### src/rtl/mispredict_arbiter_seq_if.sv
// rtl/mispredict_arbiter_seq_if.sv - branch writeback inputs and recovery fire outputs of the mispredict arbiter
// master drives the branch units and ROB head; slave is the arbiter.
interface mispredict_arbiter_seq_if #(
   parameter int ROB_DEPTH = 16,
   parameter int NUM_BR    = 2
);
   localparam int TAG_W = $clog2(ROB_DEPTH);

   logic [NUM_BR-1:0]       br_valid_i;
   logic [NUM_BR-1:0]       br_mispredict_i;
   logic [NUM_BR*TAG_W-1:0] br_rob_tag_i;
   logic [NUM_BR*32-1:0]    br_target_i;
   logic [TAG_W-1:0]        rob_head_i;
   logic                    fire_o;
   logic [TAG_W-1:0]        fire_rob_tag_o;
   logic [31:0]             fire_target_o;
   logic                    busy_o;
   logic                    preempt_o;

   modport master (
      output br_valid_i, br_mispredict_i, br_rob_tag_i, br_target_i, rob_head_i,
      input  fire_o, fire_rob_tag_o, fire_target_o, busy_o, preempt_o
   );

   modport slave (
      input  br_valid_i, br_mispredict_i, br_rob_tag_i, br_target_i, rob_head_i,
      output fire_o, fire_rob_tag_o, fire_target_o, busy_o, preempt_o
   );
endinterface

### src/rtl/mispredict_arbiter_seq.sv
// rtl/mispredict_arbiter_seq.sv - picks the oldest mispredict vs ROB head, fires recovery, holds a drain window
// Optional counters stat_fires_o/stat_preempts_o/stat_drops_o under `define MISP_ARB_STATS_EN.
module mispredict_arbiter_seq #(
   parameter int ROB_DEPTH    = 16,
   parameter int NUM_BR       = 2,
   parameter int DRAIN_CYCLES = 2
) (
   input  logic                   clk_i,
   input  logic                   rst_i,
   mispredict_arbiter_seq_if.slave br
`ifdef MISP_ARB_STATS_EN
   ,
   output logic [31:0]            stat_fires_o,
   output logic [31:0]            stat_preempts_o,
   output logic [31:0]            stat_drops_o
`endif
);
   localparam int         TAG_W      = $clog2(ROB_DEPTH);
   localparam logic [3:0] DRAIN_LOAD = (DRAIN_CYCLES > 0) ? 4'(DRAIN_CYCLES - 1) : 4'd0;

   typedef enum logic [1:0] {
      IDLE    = 2'd0,
      RECOVER = 2'd1,
      DRAIN   = 2'd2
   } state_t;

   state_t            state_q, state_d;
   logic [3:0]        cnt_q, cnt_d;
   logic [TAG_W-1:0]  lat_tag_q, lat_tag_d;
   logic [31:0]       lat_target_q, lat_target_d;
   logic              preempt_q, preempt_d;

   logic [NUM_BR-1:0] cand;
   logic              win_valid;
   logic [TAG_W-1:0]  win_tag;
   logic [TAG_W-1:0]  win_age;
   logic [31:0]       win_target;
   logic [TAG_W-1:0]  lat_age;
   logic              older;

   // Age is modular distance from the head; strict < keeps the lowest port on ties.
   always_comb begin
      cand       = br.br_valid_i & br.br_mispredict_i;
      win_valid  = 1'b0;
      win_tag    = '0;
      win_age    = '0;
      win_target = '0;
      for (int k = 0; k < NUM_BR; k++) begin
         if (cand[k] && (!win_valid ||
             (br.br_rob_tag_i[k*TAG_W +: TAG_W] - br.rob_head_i) < win_age)) begin
            win_valid  = 1'b1;
            win_tag    = br.br_rob_tag_i[k*TAG_W +: TAG_W];
            win_age    = br.br_rob_tag_i[k*TAG_W +: TAG_W] - br.rob_head_i;
            win_target = br.br_target_i[k*32 +: 32];
         end
      end
      lat_age = lat_tag_q - br.rob_head_i;
      older   = win_valid && (win_age < lat_age);
   end

   always_comb begin
      state_d      = state_q;
      cnt_d        = cnt_q;
      lat_tag_d    = lat_tag_q;
      lat_target_d = lat_target_q;
      preempt_d    = 1'b0;
      case (state_q)
         IDLE: begin
            if (win_valid) begin
               lat_tag_d    = win_tag;
               lat_target_d = win_target;
               state_d      = RECOVER;
            end
         end
         RECOVER: begin
            if (older) begin
               lat_tag_d    = win_tag;
               lat_target_d = win_target;
               preempt_d    = 1'b1;
            end else if (DRAIN_CYCLES == 0) begin
               state_d = IDLE;
            end else begin
               state_d = DRAIN;
               cnt_d   = DRAIN_LOAD;
            end
         end
         DRAIN: begin
            if (older) begin
               lat_tag_d    = win_tag;
               lat_target_d = win_target;
               preempt_d    = 1'b1;
               state_d      = RECOVER;
            end else if (cnt_q == 4'd0) begin
               state_d = IDLE;
            end else begin
               cnt_d = cnt_q - 4'd1;
            end
         end
         default: state_d = IDLE;
      endcase
   end

   always_ff @(posedge clk_i or posedge rst_i) begin
      if (rst_i) begin
         state_q      <= IDLE;
         cnt_q        <= '0;
         lat_tag_q    <= '0;
         lat_target_q <= '0;
         preempt_q    <= 1'b0;
      end else begin
         state_q      <= state_d;
         cnt_q        <= cnt_d;
         lat_tag_q    <= lat_tag_d;
         lat_target_q <= lat_target_d;
         preempt_q    <= preempt_d;
      end
   end

   assign br.fire_o         = (state_q == RECOVER);
   assign br.busy_o         = (state_q != IDLE);
   assign br.preempt_o      = preempt_q;
   assign br.fire_rob_tag_o = lat_tag_q;
   assign br.fire_target_o  = lat_target_q;

`ifdef MISP_ARB_STATS_EN
   logic [31:0] n_cand;
   logic [31:0] n_drop;
   logic        accepted;
   logic [32:0] drop_sum;

   // Every candidate except the one that gets latched this cycle is a drop.
   always_comb begin
      n_cand = '0;
      for (int k = 0; k < NUM_BR; k++) begin
         n_cand = n_cand + 32'(cand[k]);
      end
      accepted = (state_q == IDLE) ? win_valid : older;
      n_drop   = n_cand - 32'(accepted);
      drop_sum = {1'b0, stat_drops_o} + {1'b0, n_drop};
   end

   always_ff @(posedge clk_i or posedge rst_i) begin
      if (rst_i) begin
         stat_fires_o    <= '0;
         stat_preempts_o <= '0;
         stat_drops_o    <= '0;
      end else begin
         if (br.fire_o && (stat_fires_o != '1)) begin
            stat_fires_o <= stat_fires_o + 32'd1;
         end
         if (preempt_q && (stat_preempts_o != '1)) begin
            stat_preempts_o <= stat_preempts_o + 32'd1;
         end
         stat_drops_o <= drop_sum[32] ? '1 : drop_sum[31:0];
      end
   end
`endif
endmodule

### src/flat_wrapper.sv
// flat-port wrapper written by rule: the top's interface ports become plain ports
module mispredict_arbiter_seq_flat 
#(
   parameter int ROB_DEPTH    = 16,
   parameter int NUM_BR       = 2,
   parameter int DRAIN_CYCLES = 2
)
  (clk_i, rst_i, br_br_valid_i, br_br_mispredict_i, br_br_rob_tag_i, br_br_target_i, br_rob_head_i, br_fire_o, br_fire_rob_tag_o, br_fire_target_o, br_busy_o, br_preempt_o);
  mispredict_arbiter_seq_if #(.ROB_DEPTH(ROB_DEPTH), .NUM_BR(NUM_BR)) br_i ();
  input  logic clk_i;
  input  logic rst_i;
  input wire logic [$bits(br_i.br_valid_i)-1:0] br_br_valid_i;
  input wire logic [$bits(br_i.br_mispredict_i)-1:0] br_br_mispredict_i;
  input wire logic [$bits(br_i.br_rob_tag_i)-1:0] br_br_rob_tag_i;
  input wire logic [$bits(br_i.br_target_i)-1:0] br_br_target_i;
  input wire logic [$bits(br_i.rob_head_i)-1:0] br_rob_head_i;
  output wire logic [$bits(br_i.fire_o)-1:0] br_fire_o;
  output wire logic [$bits(br_i.fire_rob_tag_o)-1:0] br_fire_rob_tag_o;
  output wire logic [$bits(br_i.fire_target_o)-1:0] br_fire_target_o;
  output wire logic [$bits(br_i.busy_o)-1:0] br_busy_o;
  output wire logic [$bits(br_i.preempt_o)-1:0] br_preempt_o;
  assign br_i.br_valid_i = br_br_valid_i;
  assign br_i.br_mispredict_i = br_br_mispredict_i;
  assign br_i.br_rob_tag_i = br_br_rob_tag_i;
  assign br_i.br_target_i = br_br_target_i;
  assign br_i.rob_head_i = br_rob_head_i;
  assign br_fire_o = br_i.fire_o;
  assign br_fire_rob_tag_o = br_i.fire_rob_tag_o;
  assign br_fire_target_o = br_i.fire_target_o;
  assign br_busy_o = br_i.busy_o;
  assign br_preempt_o = br_i.preempt_o;
  mispredict_arbiter_seq #(.ROB_DEPTH(ROB_DEPTH), .NUM_BR(NUM_BR), .DRAIN_CYCLES(DRAIN_CYCLES)) u_core (.clk_i(clk_i), .rst_i(rst_i), .br(br_i));
endmodule
### config.mk
export PLATFORM = sky130hd
export DESIGN_NAME = mispredict_arbiter_seq_flat
export DESIGN_NICKNAME = d
export VERILOG_FILES = /design/src/rtl/mispredict_arbiter_seq_if.sv /design/src/rtl/mispredict_arbiter_seq.sv /design/src/flat_wrapper.sv
export SDC_FILE = /design/constraint.sdc
export NUM_CORES = 1
export LEC_CHECK = 0
export CAP_MARGIN = 20
export CORE_MARGIN = 2
export CORE_UTILIZATION = 43
export DETAILED_ROUTE_END_ITERATION = 10
export PLACE_DENSITY = 0.8
export SYNTH_ARGS = -nofsm -noshare
export SYNTH_HDL_FRONTEND = slang
export SYNTH_SLANG_ARGS = --single-unit
### constraint.sdc
create_clock -name clk_i -period 3.9 [get_ports clk_i]
set_clock_uncertainty 0.2 [all_clocks]
set_input_delay 0.78 -clock clk_i [delete_from_list [all_inputs] [get_ports clk_i]]
set_output_delay 0.78 -clock clk_i [all_outputs]
set_load 0.1 [all_outputs]
==> impl_metrics.ini <==
[yosys]
ys_dominant_reg_cell = dfrtp_1
synth_warnings = 0
syn_area_per_cell_sq_um = 8.592
synth_top_family_by_area = simple AND/OR/NAND/NOR gates
yosys-top-cells-count = dfrtp_1, nand2_1, nor2_1
ys_ff_latch = 43
yosysSeqAreaShare_pct = 38.65
synth_top_area_share_pct = 38.65
synth-adder-area-share_pct = 11.60
synth_largest_area_cell = dfrtp_1
synthSimpleGateAreaFrac_pct = 22.25
synth_edf_count = 0
synthMuxAreaShare_pct = 0.5393
ys_types = 43
netlist_instances = 324
synth_nets = 430
synth_area_leaders = dfrtp_1, ha_1, a31oi_1, nand3_1, nand2_1
synth_compound_area_share_pct = 17.62
synth-xor-area-share_pct = 2.831
syn_area_sq_um = 2784
async_reset_ff_share_pct = 100.0

[critical_path]
max_stage_delay_ps = 510
worstPathCellList = buf_8 -> clkinvlp_4 -> ha_4 -> a21o_1 -> a21oi_2 -> xnor2_1 -> nand2_1 -> ha_4 -> a211o_1 -> a211oi_2 -> buf_4 -> or2_4 -> nand2_1 -> o21ai_2 -> ha_2 -> and3_1 -> o21a_1 -> or4b_4 -> a31oi_4 -> buf_8 -> clkbuf_16 -> nor2_4 -> a31oi_1
r2r_start = u_core.br.fire_rob_tag_o[0]$_DFFE_PP0P_
path_delay_family = compound AO/OA/AOI/OAI gates
crit_path_end_kind = register
crit_buf_inv = 5
crit_path_top_delay_cell = or4b_4
cp.arrival_ps = 4950
cp-start-kind = input port
cp_max_fo = 8
reg2reg_to = u_core.br.fire_target_o[28]$_DFFE_PP0P_
criticalPathCategory = input port to register
reg2reg_setup_slack_ps = 270
critical_path_required_ps = 3910
r2r_cells = 14

[sta]
fmax_ghz = 0.2022
tightest_slew_ps = 1032
rsz0062_at_grt = true
timing.slew.headroom_pct = 30.99
finalCritPeriodShare_pct = 126.8
worst_slack_ps = -1047
drv_slew = 0
fin_crit_ps = 4947
hold_viol = 0
finalSetupViolCount = 43

[cells_and_area]
drive_gt1_share_pct = 34.18
diodes = 0
n_fill_cell = 384
finish.net_count = 615
synthToLayoutAreaGrowth_pct = 85.44
post-route-util_pct = 81.77

[floorplan]
die_area_sq_um = 7133
rows = 29
core_sq_um = 6314
num_io_pins = 121
initial_core_util_pct = 44.09
dieWidth_um = 84.46
die_h_um = 84.46

[drt]
firstDrtPassIters = 4
vias = 3231
wl_per_cell_um = 18.15
viasPerCell = 5.514
ant_nets = 0
routed_wl_mm = 10.64
dr.first_iter.drc_count = 158
remaining_drc_errors = 0

[placed_design]
post-dp-hpwl_mm = 6.119
place_ws_ps = -1639
gp_congestion = 0.8567
port_buffers = 120

[job]
maxCapViolCount = 0

[clocking]
cts_max_level = 2
cts_max_path_buffers = 2
cts_buffers = 5
cts_hold_buf = 0
cts_tree = built
cts-root-buf = clkbuf_8
cts.sinks = 43
clk_pin_slew_worst_paths_ps = 80
clkLatencyLatePin_ps = 300

[global_route]
antenna_found_initial = 0
grt_first_pass_wirelength_mm = 16.48
grt_util_all_layers_pct = 28.97
grt_max_degree = 44
grt_pass1_vias = 3469
grt_overflow = 0

[status]
status = complete, but fails checks
violations = negative setup slack

[hold_path]
hold_path.class = register to register
min_delay_worst_endpoint = u_core.br.fire_target_o[10]$_DFFE_PP0P_
worstHoldPathCells = 2
min_from = u_core.br.fire_target_o[10]$_DFFE_PP0P_
-- worst max-delay path by stage --
stage | endpoint | cells after the start | slack (ps) | from
CTS | u_core.br.fire_target_o[6]$_DFFE_PP0P_ | 22 | -940 | br_rob_head_i[1]
global route | u_core.br.fire_target_o[28]$_DFFE_PP0P_ | 22 | -1200 | br_rob_head_i[1]
global placement | u_core.br.fire_target_o[22]$_DFFE_PP0P_ | 21 | -1470 | br_rob_head_i[1]
detailed placement | u_core.br.fire_target_o[6]$_DFFE_PP0P_ | 19 | -1640 | br_rob_head_i[1]
finish | u_core.br.fire_target_o[28]$_DFFE_PP0P_ | 23 | -1050 | br_rob_head_i[1]
floorplan | u_core.state_q[0]$_DFFE_PP0P_ | 21 | -1120 | br_rob_head_i[1]
-- final cells by class --
class | count | area, sq um | share of cell area (%)
Clock buffer | 6 | 72.57 | 1.406
Clock inverter | 1 | 30.03 | 0.5817
Inverter | 17 | 67.56 | 1.309
Multi-Input combinational cell | 244 | 1913 | 37.06
Sequential cell | 43 | 1076 | 20.84
Tap cell | 77 | 96.34 | 1.866
Timing Repair Buffer | 198 | 1907 | 36.94
-- through the flow --
step	instances	area, sq um	TNS [ps]	hold slack, ps
6_report	586	5162	-41540	357.3
5_1_grt	586	5162	-48800	383.7
4_1_cts	583	4931	-38280	353.8
3_5_place_dp	533	4279	-67670	342.4
3_3_place_gp	533	4279	-61190	329.3
2_1_floorplan	324	2861	-46070	308.6
-- flip-flops by register name, summed over array words and instances (netlist names) --
name	cells
u_core.br.fire_target_o	32
u_core.br.fire_rob_tag_o	4
u_core.br.preempt_o	1
u_core.state_q	2
u_core.cnt_q	4
-- what timing repair did --
item                                    in CTS  in global routing
cloned                                       3                  1
resized for setup                           60                 62
endpoints found under the setup margin      43                 43
pin swaps                                   15                 24
setup buffers                               40                  4
-- cells in the final DEF, fill, tap and decap left out, types with 4 or more instances in the layout --
| master | instances |
|---|---|
| nand3_1 | 34 |
| buf_8 | 4 |
| a21o_1 | 4 |
| nand2_1 | 41 |
| a21oi_2 | 5 |
| inv_1 | 10 |
| dfrtp_1 | 43 |
| ha_1 | 12 |
| ha_4 | 6 |
| inv_2 | 6 |
| nor2_4 | 17 |
| a21oi_1 | 5 |
| buf_4 | 68 |
| xnor2_1 | 4 |
| buf_12 | 4 |
| nor2_1 | 5 |
| clkdlybuf4s50_1 | 109 |
| nor2_2 | 20 |
| clkbuf_8 | 5 |
| a31oi_1 | 33 |
-- worst register-to-register path: cells and delay by family, from the launching register on --
family | cells | cell delay (ps)
simple gates | 2 | 560
xor+xnor | 1 | 210
flops | 1 | 450
compound gates | 4 | 810
buf+inv | 4 | 520
fa+ha+maj | 3 | 790
-- kinds of logic after synthesis --
| family | Yosys count |
|---|---|
| AOI/OAI and AO/OA | 72 |
| xor gates and xnor gates | 9 |
| adders and majority gates | 24 |
| buffers and inverters | 37 |
| DFF | 43 |
| muxes | 1 |
| and+or+nand+nor | 138 |
-- layer usage --
metal	up-vias	wire length [um]	track usage [%]
met3	35	649	5.605
met4	0	423	14.43
met2	139	5488	51.37
met1	1546	4077	33.35
met5	-	0	0
li1	1511	-	-
Power is left out: the tool's default activity adds up to more than one toggle a clock period on the data nets, which glitch-free logic cannot reach.
